## src/rtl/exec_stage_sequencer_pkg.sv

```systemverilog
`default_nettype none
// =============================================================================
// Module   : exec_stage_sequencer_pkg
// Purpose  : Shared constants and types for the multi-cycle stage sequencer:
//            state encoding, fault codes and the PC source select values that
//            the PC mux decodes.
// Ports    : none (package)
// Revision : 1.0 - initial release
// =============================================================================
package exec_stage_sequencer_pkg;

   // State encoding, 3 bits, IDLE=0 .. HALTED=6
   localparam logic [2:0] c_st_idle      = 3'd0;
   localparam logic [2:0] c_st_fetch     = 3'd1;
   localparam logic [2:0] c_st_decode    = 3'd2;
   localparam logic [2:0] c_st_execute   = 3'd3;
   localparam logic [2:0] c_st_memory    = 3'd4;
   localparam logic [2:0] c_st_writeback = 3'd5;
   localparam logic [2:0] c_st_halted    = 3'd6;

   typedef enum logic [2:0] {
      S_IDLE      = c_st_idle,
      S_FETCH     = c_st_fetch,
      S_DECODE    = c_st_decode,
      S_EXECUTE   = c_st_execute,
      S_MEMORY    = c_st_memory,
      S_WRITEBACK = c_st_writeback,
      S_HALTED    = c_st_halted
   } seq_state_t;

   // Fault codes reported on fault_code
   localparam logic [1:0] c_fc_none     = 2'b00;
   localparam logic [1:0] c_fc_illegal  = 2'b01;
   localparam logic [1:0] c_fc_imem_to  = 2'b10;
   localparam logic [1:0] c_fc_dmem_to  = 2'b11;

   // PC source select, shared with the PC mux
   localparam logic c_pc_src_plus4  = 1'b0;
   localparam logic c_pc_src_target = 1'b1;

   // Width of the shared handshake wait counter
   localparam int c_wait_cnt_w = 8;

endpackage
`default_nettype wire

```

## src/rtl/exec_stage_sequencer_if.sv

```systemverilog
`default_nettype none
// =============================================================================
// Module   : exec_stage_sequencer_if
// Purpose  : Handshake / control bundle between the stage sequencer and the
//            RV32I datapath.
// Modports : master - sequencer side (drives enables, requests, status)
//            slave  - datapath side (drives start/halt, readies, decode flags)
// Signals  : start, halt_req, imem_req/imem_ready, dmem_req/dmem_ready,
//            is_load, is_store, illegal_instr, pc_sel, if_en..wb_en, pc_en,
//            pc_src, busy, halted, fault, fault_code[1:0]
// Revision : 1.0 - initial release
// =============================================================================
interface exec_stage_sequencer_if;
   logic       start;
   logic       halt_req;
   logic       imem_req;
   logic       imem_ready;
   logic       dmem_req;
   logic       dmem_ready;
   logic       is_load;
   logic       is_store;
   logic       illegal_instr;
   logic       pc_sel;
   logic       if_en;
   logic       id_en;
   logic       ex_en;
   logic       mem_en;
   logic       wb_en;
   logic       pc_en;
   logic       pc_src;
   logic       busy;
   logic       halted;
   logic       fault;
   logic [1:0] fault_code;

   modport master (
      input  start, halt_req, imem_ready, dmem_ready,
             is_load, is_store, illegal_instr, pc_sel,
      output imem_req, dmem_req, if_en, id_en, ex_en, mem_en, wb_en,
             pc_en, pc_src, busy, halted, fault, fault_code
   );

   modport slave (
      output start, halt_req, imem_ready, dmem_ready,
             is_load, is_store, illegal_instr, pc_sel,
      input  imem_req, dmem_req, if_en, id_en, ex_en, mem_en, wb_en,
             pc_en, pc_src, busy, halted, fault, fault_code
   );
endinterface
`default_nettype wire

```

## src/rtl/exec_stage_sequencer_seq_wait_timer.sv

```systemverilog
`default_nettype none
// =============================================================================
// Module   : seq_wait_timer
// Purpose  : 8-bit handshake wait counter shared by FETCH and MEMORY. Counts
//            not-ready cycles and flags the cycle whose increment would reach
//            MEM_TIMEOUT.
// Ports    : clk, rst  - clock, synchronous active-high reset
//            i_clr     - force counter to 0 (has priority over i_en)
//            i_en      - count this cycle (waiting, ready low)
//            o_hit     - this wait cycle is the MEM_TIMEOUT-th one
// Revision : 1.0 - initial release
// =============================================================================
module seq_wait_timer
   import exec_stage_sequencer_pkg::*;
#(
   parameter int MEM_TIMEOUT = 255
) (
   input  wire logic clk,
   input  wire logic rst,
   input  wire logic i_clr,
   input  wire logic i_en,
   output logic      o_hit
);

   // The counter holds the number of wait cycles already spent; the current
   // wait cycle is the last allowed one when that number is MEM_TIMEOUT-1.
   localparam logic [c_wait_cnt_w-1:0] c_hit_val = c_wait_cnt_w'(MEM_TIMEOUT - 1);

   logic [c_wait_cnt_w-1:0] r_cnt;

   always_ff @(posedge clk) begin
      if (rst || i_clr) begin
         r_cnt <= '0;
      end else if (i_en) begin
         r_cnt <= r_cnt + 1'b1;
      end
   end

   assign o_hit = i_en && (r_cnt == c_hit_val);

endmodule
`default_nettype wire

```

## src/rtl/exec_stage_sequencer.sv

```systemverilog
`default_nettype none
// =============================================================================
// Module   : exec_stage_sequencer
// Purpose  : Multi-cycle controller for the non-pipelined RV32I core. Steps
//            FETCH/DECODE/EXECUTE/MEMORY/WRITEBACK with one-hot stage enables,
//            waits on memory ready handshakes, strobes the PC and stops on
//            halt request, illegal instruction or memory timeout.
// Ports    : clk, rst        - clock, synchronous active-high reset
//            bus (master)    - handshake / control bundle
//            cycle_cnt       - busy-cycle counter   (STAGE_SEQ_PERF_EN only)
//            instret_cnt     - retired instr counter (STAGE_SEQ_PERF_EN only)
// Config   : STAGE_SEQ_PERF_EN - adds the two performance counters
// Revision : 1.0 - initial release
// =============================================================================
module exec_stage_sequencer
   import exec_stage_sequencer_pkg::*;
#(
   parameter int MEM_TIMEOUT = 255
) (
   input  wire logic                    clk,
   input  wire logic                    rst,
   exec_stage_sequencer_if.master       bus
`ifdef STAGE_SEQ_PERF_EN
   ,
   output logic [31:0]                  cycle_cnt,
   output logic [31:0]                  instret_cnt
`endif
);

   seq_state_t r_state;
   seq_state_t w_next;
   logic       r_fault;
   logic [1:0] r_fault_code;

   logic       w_fault_set;
   logic [1:0] w_fault_code_nxt;
   logic       w_timer_clr;
   logic       w_timer_en;
   logic       w_timer_hit;

   logic       w_imem_req, w_dmem_req;
   logic       w_if_en, w_id_en, w_ex_en, w_mem_en, w_wb_en;
   logic       w_pc_en, w_pc_src, w_busy, w_halted;

   // -------------------------------------------------------------------------
   // Shared wait timer. Cleared whenever the state is not a wait state or is
   // about to change, so every entry into FETCH/MEMORY starts from zero.
   // -------------------------------------------------------------------------
   assign w_timer_en  = ((r_state == S_FETCH)  && !bus.imem_ready) ||
                        ((r_state == S_MEMORY) && !bus.dmem_ready);
   assign w_timer_clr = ((r_state != S_FETCH) && (r_state != S_MEMORY)) ||
                        (w_next != r_state);

   seq_wait_timer #(
      .MEM_TIMEOUT (MEM_TIMEOUT)
   ) u_wait_timer (
      .clk   (clk),
      .rst   (rst),
      .i_clr (w_timer_clr),
      .i_en  (w_timer_en),
      .o_hit (w_timer_hit)
   );

   // -------------------------------------------------------------------------
   // State register and sticky fault
   // -------------------------------------------------------------------------
   always_ff @(posedge clk) begin
      if (rst) begin
         r_state      <= S_IDLE;
         r_fault      <= 1'b0;
         r_fault_code <= c_fc_none;
      end else begin
         r_state <= w_next;
         if (w_fault_set) begin
            r_fault      <= 1'b1;
            r_fault_code <= w_fault_code_nxt;
         end
      end
   end

   // -------------------------------------------------------------------------
   // Next-state and output decode
   // -------------------------------------------------------------------------
   always_comb begin
      w_next           = r_state;
      w_fault_set      = 1'b0;
      w_fault_code_nxt = c_fc_none;
      w_imem_req       = 1'b0;
      w_dmem_req       = 1'b0;
      w_if_en          = 1'b0;
      w_id_en          = 1'b0;
      w_ex_en          = 1'b0;
      w_mem_en         = 1'b0;
      w_wb_en          = 1'b0;
      w_pc_en          = 1'b0;
      w_pc_src         = c_pc_src_plus4;
      w_busy           = 1'b0;
      w_halted         = 1'b0;

      case (r_state)
         S_IDLE: begin
            // start wins over a simultaneous halt_req here
            if (bus.start) w_next = S_FETCH;
         end
         S_FETCH: begin
            w_busy     = 1'b1;
            w_imem_req = 1'b1;
            if (bus.imem_ready) begin
               // ready on the final wait cycle still wins over the timeout
               w_if_en = 1'b1;
               w_next  = S_DECODE;
            end else if (w_timer_hit) begin
               w_next           = S_HALTED;
               w_fault_set      = 1'b1;
               w_fault_code_nxt = c_fc_imem_to;
            end
         end
         S_DECODE: begin
            w_busy  = 1'b1;
            w_id_en = 1'b1;
            w_next  = S_EXECUTE;
         end
         S_EXECUTE: begin
            w_busy  = 1'b1;
            w_ex_en = 1'b1;
            if (bus.illegal_instr) begin
               w_next           = S_HALTED;
               w_fault_set      = 1'b1;
               w_fault_code_nxt = c_fc_illegal;
            end else if (bus.is_load || bus.is_store) begin
               w_next = S_MEMORY;
            end else begin
               w_next = S_WRITEBACK;
            end
         end
         S_MEMORY: begin
            w_busy     = 1'b1;
            w_dmem_req = 1'b1;
            if (bus.dmem_ready) begin
               w_mem_en = 1'b1;
               w_next   = S_WRITEBACK;
            end else if (w_timer_hit) begin
               w_next           = S_HALTED;
               w_fault_set      = 1'b1;
               w_fault_code_nxt = c_fc_dmem_to;
            end
         end
         S_WRITEBACK: begin
            w_busy   = 1'b1;
            w_wb_en  = 1'b1;
            w_pc_en  = 1'b1;
            w_pc_src = bus.pc_sel ? c_pc_src_target : c_pc_src_plus4;
            w_next   = bus.halt_req ? S_HALTED : S_FETCH;
         end
         S_HALTED: begin
            w_halted = 1'b1;
            // a faulted core only leaves HALTED through rst
            if (!r_fault && bus.start) w_next = S_FETCH;
         end
         default: begin
            w_next = S_IDLE;
         end
      endcase
   end

   assign bus.imem_req   = w_imem_req;
   assign bus.dmem_req   = w_dmem_req;
   assign bus.if_en      = w_if_en;
   assign bus.id_en      = w_id_en;
   assign bus.ex_en      = w_ex_en;
   assign bus.mem_en     = w_mem_en;
   assign bus.wb_en      = w_wb_en;
   assign bus.pc_en      = w_pc_en;
   assign bus.pc_src     = w_pc_src;
   assign bus.busy       = w_busy;
   assign bus.halted     = w_halted;
   assign bus.fault      = r_fault;
   assign bus.fault_code = r_fault_code;

`ifdef STAGE_SEQ_PERF_EN
   // -------------------------------------------------------------------------
   // Performance counters, wrap modulo 2^32
   // -------------------------------------------------------------------------
   logic [31:0] r_cycle_cnt;
   logic [31:0] r_instret_cnt;

   always_ff @(posedge clk) begin
      if (rst) begin
         r_cycle_cnt   <= '0;
         r_instret_cnt <= '0;
      end else begin
         if (w_busy)  r_cycle_cnt   <= r_cycle_cnt + 32'd1;
         if (w_wb_en) r_instret_cnt <= r_instret_cnt + 32'd1;
      end
   end

   assign cycle_cnt   = r_cycle_cnt;
   assign instret_cnt = r_instret_cnt;
`endif

endmodule
`default_nettype wire

```

## src/flat_wrapper.sv

```systemverilog
// flat-port wrapper written by rule: the top's interface ports become plain ports
module exec_stage_sequencer_flat import exec_stage_sequencer_pkg::*;
#(
   parameter int MEM_TIMEOUT = 255
)
  (clk, rst, bus_start, bus_halt_req, bus_imem_ready, bus_dmem_ready, bus_is_load, bus_is_store, bus_illegal_instr, bus_pc_sel, bus_imem_req, bus_dmem_req, bus_if_en, bus_id_en, bus_ex_en, bus_mem_en, bus_wb_en, bus_pc_en, bus_pc_src, bus_busy, bus_halted, bus_fault, bus_fault_code);
  exec_stage_sequencer_if bus_i ();
  input  wire logic clk;
  input  wire logic rst;
  input wire logic [$bits(bus_i.start)-1:0] bus_start;
  input wire logic [$bits(bus_i.halt_req)-1:0] bus_halt_req;
  input wire logic [$bits(bus_i.imem_ready)-1:0] bus_imem_ready;
  input wire logic [$bits(bus_i.dmem_ready)-1:0] bus_dmem_ready;
  input wire logic [$bits(bus_i.is_load)-1:0] bus_is_load;
  input wire logic [$bits(bus_i.is_store)-1:0] bus_is_store;
  input wire logic [$bits(bus_i.illegal_instr)-1:0] bus_illegal_instr;
  input wire logic [$bits(bus_i.pc_sel)-1:0] bus_pc_sel;
  output wire logic [$bits(bus_i.imem_req)-1:0] bus_imem_req;
  output wire logic [$bits(bus_i.dmem_req)-1:0] bus_dmem_req;
  output wire logic [$bits(bus_i.if_en)-1:0] bus_if_en;
  output wire logic [$bits(bus_i.id_en)-1:0] bus_id_en;
  output wire logic [$bits(bus_i.ex_en)-1:0] bus_ex_en;
  output wire logic [$bits(bus_i.mem_en)-1:0] bus_mem_en;
  output wire logic [$bits(bus_i.wb_en)-1:0] bus_wb_en;
  output wire logic [$bits(bus_i.pc_en)-1:0] bus_pc_en;
  output wire logic [$bits(bus_i.pc_src)-1:0] bus_pc_src;
  output wire logic [$bits(bus_i.busy)-1:0] bus_busy;
  output wire logic [$bits(bus_i.halted)-1:0] bus_halted;
  output wire logic [$bits(bus_i.fault)-1:0] bus_fault;
  output wire logic [$bits(bus_i.fault_code)-1:0] bus_fault_code;
  assign bus_i.start = bus_start;
  assign bus_i.halt_req = bus_halt_req;
  assign bus_i.imem_ready = bus_imem_ready;
  assign bus_i.dmem_ready = bus_dmem_ready;
  assign bus_i.is_load = bus_is_load;
  assign bus_i.is_store = bus_is_store;
  assign bus_i.illegal_instr = bus_illegal_instr;
  assign bus_i.pc_sel = bus_pc_sel;
  assign bus_imem_req = bus_i.imem_req;
  assign bus_dmem_req = bus_i.dmem_req;
  assign bus_if_en = bus_i.if_en;
  assign bus_id_en = bus_i.id_en;
  assign bus_ex_en = bus_i.ex_en;
  assign bus_mem_en = bus_i.mem_en;
  assign bus_wb_en = bus_i.wb_en;
  assign bus_pc_en = bus_i.pc_en;
  assign bus_pc_src = bus_i.pc_src;
  assign bus_busy = bus_i.busy;
  assign bus_halted = bus_i.halted;
  assign bus_fault = bus_i.fault;
  assign bus_fault_code = bus_i.fault_code;
  exec_stage_sequencer #(.MEM_TIMEOUT(MEM_TIMEOUT)) u_core (.clk(clk), .rst(rst), .bus(bus_i));
endmodule
```

## config.mk

```make
export PLATFORM = sky130hd
export DESIGN_NAME = exec_stage_sequencer_flat
export DESIGN_NICKNAME = d
export VERILOG_FILES = /design/src/rtl/exec_stage_sequencer_pkg.sv /design/src/rtl/exec_stage_sequencer_if.sv /design/src/rtl/exec_stage_sequencer_seq_wait_timer.sv /design/src/rtl/exec_stage_sequencer.sv /design/src/flat_wrapper.sv
export SDC_FILE = /design/constraint.sdc
export NUM_CORES = 1
export LEC_CHECK = 0
export BUFFER_PORTS_ARGS = -buffer_cell sky130_fd_sc_hd__buf_2
export CAP_MARGIN = 10
export CORE_UTILIZATION = 48
export CTS_BUF_LIST = sky130_fd_sc_hd__clkbuf_8
export DETAILED_ROUTE_END_ITERATION = 10
export PLACE_DENSITY_LB_ADDON = 0.12
export SYNTH_ARGS = -nofsm -noshare
export SYNTH_HDL_FRONTEND = slang
export SYNTH_SLANG_ARGS = --single-unit
```

## constraint.sdc

```tcl
create_clock -name clk -period 1.8 [get_ports clk]
set_clock_uncertainty 0.15 [all_clocks]
set_input_delay 0.09 -clock clk [delete_from_list [all_inputs] [get_ports clk]]
set_output_delay 0.09 -clock clk [all_outputs]
set_load 0.02 [all_outputs]
```

==> reports/metrics.json, run 1 <==
{
  "synth_sequential_area_ratio": 0.330,
  "num_rows": 14,
  "synthTopCellsByArea": "sky130_fd_sc_hd__dfxtp_1 (33%), sky130_fd_sc_hd__a21oi_1 (7.1%), sky130_fd_sc_hd__nor2_1 (7.1%)",
  "timing.max_cap.violations": 0,
  "layout_min_cycle_time_ns": 1.84,
  "clock.fmax_mhz": 545,
  "cts.sink_count": 14,
  "initial_antenna_violation_count": 0,
  "kind_of_path_behind_the_tightest_hold_check": "primary input to flip-flop",
  "post_drt_via_cell_ratio": 5.60,
  "yosys_most_used_dff": "sky130_fd_sc_hd__dfxtp_1",
  "fillCellCount": 113,
  "postLayoutSetupSlackWorst_ns": -0.0353,
  "cts_root_buf": "sky130_fd_sc_hd__clkbuf_8",
  "final_core_utilization": 0.803,
  "worst_ir_drop_vdd_uv": 485,
  "total_negative_slack_for_setup_checks_ns": -0.0353,
  "worst_setup_hold_path_clk_slew_ns": 0.06,
  "grt_pass1_wl_mm": 3.44,
  "final-hold-violation-count": 0,
  "finish.net_count": 168,
  "ys.warnings.count": 0,
  "postRouteWirelength_mm": 2.37,
  "globalRouteTotalUtil": 0.245,
  "htree_num_levels": 1,
  "drc": 0,
  "gpl.final_weighted_congestion": 0.849,
  "p_leak_nw": 0.559,
  "floorplan.die.height_um": 44.1,
  "grt_pass1_vias": 807,
  "effective_utilization_at_floorplan": 0.539,
  "rsz0062_at_grt": "yes",
  "syn-num-nets": 120,
  "netlist.top_cell.by_area": "sky130_fd_sc_hd__dfxtp_1",
  "cts_tree": "done",
  "setup_crit_path_kind": "flip-flop to flip-flop",
  "drive_gt1_frac": 0.426,
  "synthToLayoutAreaGrowth_pct": 49.0,
  "wl_per_cell_um": 13.9,
  "fin_crit_sh": 1.02,
  "kind_of_end_point_of_the_critical_path": "flip-flop",
  "final-setup-viol-count": 1,
  "biggest_fanout_along_the_worst_timing_path": 7,
  "cp.required_ns": 1.77,
  "failed_checks": "setup timing",
  "syn_inst": 108,
  "synth.most_common_cell": "sky130_fd_sc_hd__nor2_1",
  "vias_after_detailed_routing": 958,
  "worst_slew_pin_slew_ns": 0.408,
  "portBuffers": 23,
  "post_synth_instance_area_um2": 850,
  "cts-buffers-inserted": 3,
  "fp.dieArea_um2": 1940,
  "power_density_nw_per_um2": 641,
  "start_kind": "flip-flop",
  "status": "complete, but fails checks",
  "top_level_ports": 24,
  "max-clock-path-buffers": 2,
  "antennaDiodeCount": 0,
  "yosys.area.top_type_share": 0.330,
  "detail-route-antenna-nets": 0,
  "first_pass_iters": 6,
  "power.total_mw": 0.812,
  "worst_slew_margin_rel": 0.727,
  "synth_common_cells": "sky130_fd_sc_hd__nor2_1 (16), sky130_fd_sc_hd__dfxtp_1 (14), sky130_fd_sc_hd__a21oi_1 (12)",
  "syn_avg_cell_area_um2": 7.87,
  "die_width_um": 44.1,
  "global_route.overflow_total": 0,
  "postSynthRegisterBits": 14,
  "pin_count_of_the_biggest_net_entering_global_routing": 12,
  "drt_iter0_drc": 36,
  "number_of_enable_type_register_cells_in_the_synthesized_netlist": 0,
  "critical_path_arrival_ns": 1.81,
  "final-max-slew-violation-count": 0,
  "worst_skew_pair.late_latency_ns": 0.24,
  "core_um2": 1580,
  "dpl.hpwl_mm": 1.56,
  "netlist-cell-type-count": 36,
  "synth-async-reset-ratio": 0
}
[flip-flops by register name, indices dropped and copies added (netlist names)]
signal / count
u_core.bus.fault: 1
u_core.bus.fault_code: 2
u_core.r_state: 3
u_core.u_wait_timer.r_cnt: 8
[routing by layer]
layer / vias up / GRT usage / routed length [µm]
li1: 484 / - / -
met1: 430 / 0.335 / 1090
met2: 42 / 0.382 / 1120
met3: 2 / 0.0735 / 150
met4: 0 / 0.0545 / 9
met5: - / 0 / 0
[where the power goes]
part | switching (mW) | internal (mW) | total (mW)
logic | 0.101 | 0.0852 | 0.186
clock network | 0.108 | 0.194 | 0.302
registers | 0.00716 | 0.317 | 0.324
[cells by family (layout without fill, tap and decap cells)]
logic type      count (synthesis)  after routing  synth area share
flops                          14             14             0.330
fa+ha+maj                       2              2            0.0295
xor+xnor                        6              6            0.0619
buf+inv                         9             56            0.0442
simple gates                   50             50             0.312
compound gates                 26             26             0.211
mux                             1              1            0.0118
[final timing paths]
check	start	end	slack (ns)	cells past startpoint
setup / recovery	u_core.r_state[2]$_SDFF_PP0_	u_core.u_wait_timer.r_cnt[4]$_SDFFE_PP0P_	-0.04	6
hold / removal	bus_imem_ready	u_core.r_state[2]$_SDFF_PP0_	0.11	3
setup reg to reg	u_core.r_state[2]$_SDFF_PP0_	u_core.u_wait_timer.r_cnt[4]$_SDFFE_PP0P_	-0.04	6
hold reg to reg	u_core.bus.fault_code[1]$_SDFFE_PP0P_	u_core.bus.fault_code[1]$_SDFFE_PP0P_	0.38	2
[area by class of cell]
cell class	instances	area [µm²]	area share
clock buffer	4	55.1	0.0435
inverter	4	15.0	0.0119
multi-input combinational	85	579	0.458
sequential	14	285	0.225
tap	16	20.0	0.0158
timing repair buffer	48	312	0.246
[metrics by stage]
stage	hold slack (ns)	worst slack [ns]	cell area (µm²)	instances
floorplan	0.00165	0.000298	851	108
global placement	0.193	0.0328	1110	161
detailed placement	0.195	-0.0415	1110	161
CTS	0.0968	0.00660	1200	169
global route	0.114	-0.0828	1270	171
finish	0.113	-0.0353	1270	171
[cell usage in the layout (no fill, tap or decap), types with 2 or more instances in the layout]
master                          instances
sky130_fd_sc_hd__a211oi_1               2
sky130_fd_sc_hd__a21oi_1               11
sky130_fd_sc_hd__and3_1                 3
sky130_fd_sc_hd__buf_2                 23
sky130_fd_sc_hd__buf_4                 22
sky130_fd_sc_hd__clkbuf_8               4
sky130_fd_sc_hd__dfxtp_1               12
sky130_fd_sc_hd__dlygate4sd3_1          2
sky130_fd_sc_hd__ha_1                   2
sky130_fd_sc_hd__inv_1                  4
sky130_fd_sc_hd__nand2_1                5
sky130_fd_sc_hd__nand2_2                2
sky130_fd_sc_hd__nand2b_1               2
sky130_fd_sc_hd__nand3b_1               2
sky130_fd_sc_hd__nand4_1                3
sky130_fd_sc_hd__nor2_1                15
sky130_fd_sc_hd__nor2b_1                2
sky130_fd_sc_hd__nor3_1                 5
sky130_fd_sc_hd__o221ai_1               2
sky130_fd_sc_hd__or3_4                  2
sky130_fd_sc_hd__or3b_4                 2
sky130_fd_sc_hd__xor2_1                 5
[worst max-delay path, stage by stage, from the launching register on]
cell,delay (ns)
sky130_fd_sc_hd__dfxtp_2,0.37
sky130_fd_sc_hd__or3b_4,0.40
sky130_fd_sc_hd__a21oi_4,0.21
sky130_fd_sc_hd__buf_4,0.18
sky130_fd_sc_hd__nand4_1,0.11
sky130_fd_sc_hd__xor2_1,0.21
sky130_fd_sc_hd__nor2_1,0.09
[what timing repair did]
action,4_1_cts,5_1_grt
pin swaps,1,11
endpoints found under the setup margin,2,8
hold buffers,2,0
hold endpoints to repair,6,0
buffers inserted,2,2
gates resized for setup,0,13
Power figures use the tool's default switching activity.
==> run 2: changes to the inputs <==
--- a/config.mk
+++ b/config.mk
@@ -5,9 +5,11 @@
 export SDC_FILE = /design/constraint.sdc
 export NUM_CORES = 1
 export LEC_CHECK = 0
+export ABC_AREA = 1
 export BUFFER_PORTS_ARGS = -buffer_cell sky130_fd_sc_hd__buf_2
 export CAP_MARGIN = 10
-export CORE_UTILIZATION = 48
+export CORE_MARGIN = 2
+export CORE_UTILIZATION = 49
 export CTS_BUF_LIST = sky130_fd_sc_hd__clkbuf_8
 export DETAILED_ROUTE_END_ITERATION = 10
 export PLACE_DENSITY_LB_ADDON = 0.12
==> reports/metrics.json, run 2 <==
{
  "status": "completed",
  "cts_tree": "done",
  "max-clock-path-buffers": 2,
  "number_of_enable_type_register_cells_in_the_synthesized_netlist": 0,
  "cts.sink_count": 14,
  "detail-route-antenna-nets": 0,
  "worst_ir_drop_vdd_uv": 457,
  "largest_register_ff_count": 8,
  "final-max-slew-violation-count": 0,
  "drc": 0,
  "finish.net_count": 183,
  "dpl.hpwl_mm": 1.58,
  "ys.warnings.count": 0,
  "synth.most_common_cell": "sky130_fd_sc_hd__nor2_1",
  "yosys_most_used_dff": "sky130_fd_sc_hd__dfxtp_1",
  "timing.max_cap.violations": 0,
  "register_name_with_the_most_flops": "u_core.u_wait_timer.r_cnt",
  "syn-num-nets": 155,
  "fp.dieArea_um2": 2280,
  "p_int_mw": 0.566,
  "netlist-cell-type-count": 21,
  "grt_pass1_wl_mm": 3.11,
  "p_leak_nw": 0.579,
  "grt_pass1_vias": 780,
  "critical_path_arrival_ns": 1.71,
  "power_density_nw_per_um2": 697,
  "fillCellCount": 186,
  "worst_slew_margin_rel": 0.822,
  "start_kind": "flip-flop",
  "met3RoutedLength_um": 85,
  "worst_setup_hold_path_clk_slew_ns": 0.06,
  "worst_slew_pin_slew_ns": 0.265,
  "gpl.final_weighted_congestion": 0.927,
  "kind_of_path_behind_the_tightest_hold_check": "primary input to flip-flop",
  "synthTopCellsByArea": "sky130_fd_sc_hd__dfxtp_1 (30%), sky130_fd_sc_hd__nor2_1 (11%), sky130_fd_sc_hd__inv_1 (10%)",
  "yosys.area.top_type_share": 0.299,
  "syn_avg_cell_area_um2": 6.56,
  "layout.cells.most_common_list": "sky130_fd_sc_hd__inv_1 (26), sky130_fd_sc_hd__nor2_1 (26), sky130_fd_sc_hd__buf_2 (23)",
  "multi_input_comb_area_um2": 522,
  "final_core_utilization": 0.649,
  "vias_after_detailed_routing": 934,
  "floorplan.die.height_um": 47.8,
  "worst_skew_pair.late_latency_ns": 0.25,
  "final-seq-area_um2": 284,
  "post_synth_instance_area_um2": 938,
  "netSwitchingPower_mw": 0.231,
  "synth_sequential_area_ratio": 0.299,
  "synth-async-reset-ratio": 0,
  "biggest_fanout_along_the_worst_timing_path": 8,
  "drive_gt1_frac": 0.288,
  "cts-buffers-inserted": 3,
  "syn_inst": 143,
  "post-route-cell-area_um2": 1140,
  "final-hold-violation-count": 0,
  "die_width_um": 47.8,
  "cts_root_buf": "sky130_fd_sc_hd__clkbuf_8",
  "cp.required_ns": 1.84,
  "post_drt_via_cell_ratio": 4.79,
  "antennaDiodeCount": 0,
  "clockPowerShare": 0.390,
  "first_pass_iters": 4,
  "top_layer": "met4",
  "htree_num_levels": 1,
  "power_switching_share": 0.290,
  "effective_utilization_at_floorplan": 0.532,
  "clock.fmax_mhz": 598,
  "top_level_ports": 24,
  "global_route.overflow_total": 0,
  "globalRouteTotalUtil": 0.194,
  "postRouteWirelength_mm": 2.01,
  "rsz0062_at_grt": "no",
  "post_dp_cell_area_um2": 1050,
  "postSynthRegisterBits": 14,
  "total_negative_slack_for_setup_checks_ns": 0,
  "num_rows": 15,
  "netlist.top_cell.by_area": "sky130_fd_sc_hd__dfxtp_1",
  "portBuffers": 23,
  "wl_met1_um": 947,
  "initial_antenna_violation_count": 0,
  "p_comb_frac": 0.198,
  "kind_of_end_point_of_the_critical_path": "flip-flop",
  "synthToLayoutAreaGrowth_pct": 22.0,
  "fin_crit_sh": 0.929,
  "pin_count_of_the_biggest_net_entering_global_routing": 11,
  "wl_per_cell_um": 10.3,
  "p_seq_frac": 0.412,
  "drt_iter0_drc": 14,
  "final-setup-viol-count": 0,
  "core_um2": 1760,
  "setup_crit_path_kind": "flip-flop to flip-flop",
  "layout_min_cycle_time_ns": 1.67,
  "synth_common_cells": "sky130_fd_sc_hd__nor2_1 (27), sky130_fd_sc_hd__inv_1 (26), sky130_fd_sc_hd__nand2_1 (23)",
  "detailroute.wirelength.met2_um": 934
}
run 2: cell count changes in the layout (fill, tap and decap cells not counted), moves of 3 or more:
cell | before | now
sky130_fd_sc_hd__and3_1 | 3 | 0
sky130_fd_sc_hd__nor3_1 | 5 | 0
sky130_fd_sc_hd__inv_1 | 4 | 26
sky130_fd_sc_hd__nand3_1 | 1 | 9
sky130_fd_sc_hd__buf_4 | 22 | 3
sky130_fd_sc_hd__o21ai_0 | 1 | 6
sky130_fd_sc_hd__nor2_1 | 15 | 26
sky130_fd_sc_hd__a21oi_1 | 11 | 4
sky130_fd_sc_hd__nand2_1 | 5 | 22
sky130_fd_sc_hd__nor2_2 | 1 | 6
run 2: logic make-up after synthesis:
| group | after synthesis | synth area share |
|---|---|---|
| fa+ha+maj | 2 | 0.0267 |
| buf+inv | 32 | 0.156 |
| xor+xnor | 7 | 0.0653 |
| compound gates | 13 | 0.0773 |
| flops | 14 | 0.299 |
| simple gates | 75 | 0.376 |
run 2: path summary, 6_finish.rpt:
path                                                           startpoint                                        end  slack, ns  depth (start not counted)
worst min-delay path                                    bus_illegal_instr      u_core.bus.fault_code[1]$_SDFFE_PP0P_       0.04                          4
worst min register to register      u_core.bus.fault_code[0]$_SDFFE_PP0P_      u_core.bus.fault_code[0]$_SDFFE_PP0P_       0.34                          2
worst max register to register  u_core.u_wait_timer.r_cnt[1]$_SDFFE_PP0P_  u_core.u_wait_timer.r_cnt[7]$_SDFFE_PP0P_       0.13                          9
worst max-delay path            u_core.u_wait_timer.r_cnt[1]$_SDFFE_PP0P_  u_core.u_wait_timer.r_cnt[7]$_SDFFE_PP0P_       0.13                          9
run 2: worst max-delay path, cell delays in order (launching register included):
cell                      delay, ns
sky130_fd_sc_hd__dfxtp_1       0.37
sky130_fd_sc_hd__ha_1          0.16
sky130_fd_sc_hd__nand2_1       0.05
sky130_fd_sc_hd__nor2_1        0.13
sky130_fd_sc_hd__nand2_1       0.12
sky130_fd_sc_hd__nand3_1       0.13
sky130_fd_sc_hd__nand3_1       0.09
sky130_fd_sc_hd__nand2_1       0.11
sky130_fd_sc_hd__nand4_4       0.17
sky130_fd_sc_hd__nor2_2        0.13
run 2: cell type report:
type / instances / share of cell area
Timing Repair Buffer: 27 / 0.129
Tap cell: 25 / 0.0273
Sequential cell: 14 / 0.248
Inverter: 28 / 0.0918
Multi-Input combinational cell: 97 / 0.456
Clock buffer: 4 / 0.0481
run 2: power groups by stage:
stage	registers (mW)	clock network, mW	logic, mW
floorplan	0.329	0	0.121
global placement	0.334	0	0.149
detailed placement	0.335	0	0.151
CTS	0.328	0.314	0.154
global route	0.330	0.326	0.176
finish	0.329	0.311	0.158
run 2: routing by layer:
metal  GRT usage  vias to the layer above
li1            -                      497
met1       0.257                      403
met2       0.309                       26
met3      0.0453                        8
met4      0.0703                        0
met5           0                        -
run 2: timing repair:
| action | CTS | global route |
|---|---|---|
| hold endpoints to repair | 4 | 0 |
| resized for setup | 0 | 6 |
| setup endpoints to repair | 0 | 8 |
| hold buffers | 1 | 0 |
| setup buffers | 0 | 2 |
run 2: metrics by stage:
stage          setup slack, ns  instances  hold slack, ns  total power [mW]
2_1_floorplan            0.158        143         0.00907             0.450
3_3_place_gp             0.104        188           0.179             0.483
3_5_place_dp            0.0757        188           0.184             0.486
4_1_cts                 0.0575        193          0.0549             0.796
5_1_grt               0.000138        195          0.0830             0.833
6_report                 0.129        195          0.0422             0.797
==> run 3: changes to the inputs <==
--- a/config.mk
+++ b/config.mk
@@ -6,7 +6,7 @@
 export NUM_CORES = 1
 export LEC_CHECK = 0
 export ABC_AREA = 1
-export BUFFER_PORTS_ARGS = -buffer_cell sky130_fd_sc_hd__buf_2
+export BUFFER_PORTS_ARGS = -buffer_cell sky130_fd_sc_hd__buf_4
 export CAP_MARGIN = 10
 export CORE_MARGIN = 2
 export CORE_UTILIZATION = 49
==> reports/metrics.json, run 3 (same netlist as run 2, synthesis figures left out) <==
{
  "status": "completed",
  "crit_slowest_cell": "sky130_fd_sc_hd__dfxtp_2",
  "final_cell_count_no_fill": 193,
  "final-setup-viol-count": 0,
  "worst_skew_pair.late_latency_ns": 0.25,
  "synthToLayoutAreaGrowth_pct": 28.8,
  "worst_setup_hold_path_clk_slew_ns": 0.06,
  "dpl.hpwl_mm": 1.61,
  "final-max-slew-violation-count": 0,
  "antennaDiodeCount": 0,
  "final-hold-violation-count": 0,
  "rsz0062_at_grt": "no",
  "htree_num_levels": 1,
  "drc": 0,
  "dpl.cell_count": 188,
  "initial_antenna_violation_count": 0,
  "die_width_um": 47.8,
  "detail-route-antenna-nets": 0,
  "num_rows": 15,
  "first_pass_iters": 4,
  "portBuffers": 23,
  "power.total_mw": 0.812,
  "critical_path.max_stage_delay_ns": 0.35,
  "timing.max_cap.violations": 0,
  "layout_min_cycle_time_ns": 1.67,
  "total_negative_slack_for_setup_checks_ns": 0,
  "largest_register_ff_count": 8,
  "finish.net_count": 181,
  "wl_per_cell_um": 10.4,
  "layout.cells.most_common": "sky130_fd_sc_hd__inv_1",
  "critical_path_arrival_ns": 1.70,
  "biggest_fanout_along_the_worst_timing_path": 8,
  "floorplan.die.height_um": 47.8,
  "worst_slew_pin_slew_ns": 0.264,
  "postRouteWirelength_mm": 2.01,
  "path_cells": "inv_1, ha_1, nand2_1, nor2_2, nand2_2, nor2_1, nor2_1, nand2_1, nand2_2, nand4_4, nor2_1",
  "cts-buffers-inserted": 3,
  "cp.required_ns": 1.84,
  "p_leak_nw": 0.577,
  "worstPathBufferInverterCount": 1,
  "register_name_with_the_most_flops": "u_core.u_wait_timer.r_cnt",
  "detailedPlace.worstSlack_ns": 0.0638,
  "postLayoutSetupSlackWorst_ns": 0.135,
  "gpl.final_weighted_congestion": 0.836,
  "drt_iter0_drc": 16,
  "start_kind": "flip-flop",
  "grt_pass1_wl_mm": 3.21,
  "fp.dieArea_um2": 2280,
  "critPathMostFrequentCell": "sky130_fd_sc_hd__nor2_1",
  "core_um2": 1760,
  "worst_slew_margin_rel": 0.822,
  "drive_gt1_frac": 0.327,
  "layout.cells.most_common_list": "sky130_fd_sc_hd__inv_1 (26), sky130_fd_sc_hd__buf_4 (24), sky130_fd_sc_hd__nand2_1 (21), sky130_fd_sc_hd__nor2_1 (21), sky130_fd_sc_hd__nor2_2 (11)",
  "clock.fmax_mhz": 601,
  "power_density_nw_per_um2": 672,
  "grt_pass1_vias": 780,
  "cts_root_buf": "sky130_fd_sc_hd__clkbuf_8",
  "pin_count_of_the_biggest_net_entering_global_routing": 11,
  "kind_of_path_behind_the_tightest_hold_check": "primary input to flip-flop",
  "kind_of_end_point_of_the_critical_path": "flip-flop",
  "global_route.overflow_total": 0,
  "globalRouteTotalUtil": 0.206,
  "top_level_ports": 24,
  "worst_ir_drop_vdd_uv": 544,
  "critical-path-top-delay-family": "simple AND/OR/NAND/NOR gates",
  "cts.sink_count": 14,
  "post_drt_via_cell_ratio": 4.84,
  "max-clock-path-buffers": 2,
  "fin_crit_sh": 0.925,
  "vias_after_detailed_routing": 935,
  "setup_crit_path_kind": "flip-flop to flip-flop",
  "cts_setup_buffers": 0,
  "effective_utilization_at_floorplan": 0.532,
  "cts_tree": "done"
}
==> run 3: changes by cell type in the layout (fill, tap and decap cells not counted), moves of 5 or more <==
cell / before / now
sky130_fd_sc_hd__buf_2: 23 / 0
sky130_fd_sc_hd__buf_4: 3 / 24
sky130_fd_sc_hd__nor2_1: 26 / 21
sky130_fd_sc_hd__nor2_2: 6 / 11
==> run 3: final timing paths <==
| check | start | end | slack, ns | cells after the start |
|---|---|---|---|---|
| setup / recovery | u_core.u_wait_timer.r_cnt[0]$_SDFFE_PP0P_ | u_core.u_wait_timer.r_cnt[5]$_SDFFE_PP0P_ | 0.13 | 11 |
| hold / removal | bus_illegal_instr | u_core.bus.fault_code[1]$_SDFFE_PP0P_ | 0.03 | 4 |
| setup reg to reg | u_core.u_wait_timer.r_cnt[0]$_SDFFE_PP0P_ | u_core.u_wait_timer.r_cnt[5]$_SDFFE_PP0P_ | 0.13 | 11 |
| hold reg to reg | u_core.bus.fault_code[1]$_SDFFE_PP0P_ | u_core.bus.fault_code[1]$_SDFFE_PP0P_ | 0.35 | 2 |
==> run 3: final cells by class <==
cell class / instances / area [µm²]
clock buffer: 4 / 55.1
fill: 150 / 556
inverter: 28 / 105
multi-input combinational: 97 / 542
sequential: 14 / 285
tap: 25 / 31.3
timing repair buffer: 25 / 190
==> run 3: per-layer routing <==
layer,part of all wire,global-route usage
met2,0.47,0.315
met3,0.064,0.0679
met5,0,0
met4,0.015,0.0811
met1,0.45,0.269
==> run 3: worst register-to-register path, delay by kind of cell, from the launching register on <==
kind / cells / cell delay, ns
adders and majority gates: 1 / 0.18
buffers and inverters: 1 / 0.05
and+or+nand+nor: 9 / 0.90
DFF: 1 / 0.35
==> run 3: stage by stage <==
step	instance area, µm²	util	hold WS (ns)
4_1_cts	1170	0.665	0.0271
3_5_place_dp	1110	0.628	0.142
6_report	1210	0.685	0.0277
2_1_floorplan	938	-	0.00907
3_3_place_gp	1110	0.628	0.147
5_1_grt	1210	0.685	0.0759
==> run 3: what timing repair did <==
action	CTS	global route
hold buffers	1	0
hold endpoints to repair	4	0
endpoints found under the setup margin	0	8
resized for setup	0	14
==> run 3: power breakdown <==
part	internal (mW)	leakage (nW)	switching [mW]	total, mW
Clock	0.194	0.0288	0.116	0.310
Combinational	0.0668	0.433	0.105	0.172
Sequential	0.319	0.115	0.0120	0.331
Total	0.580	0.577	0.232	0.812
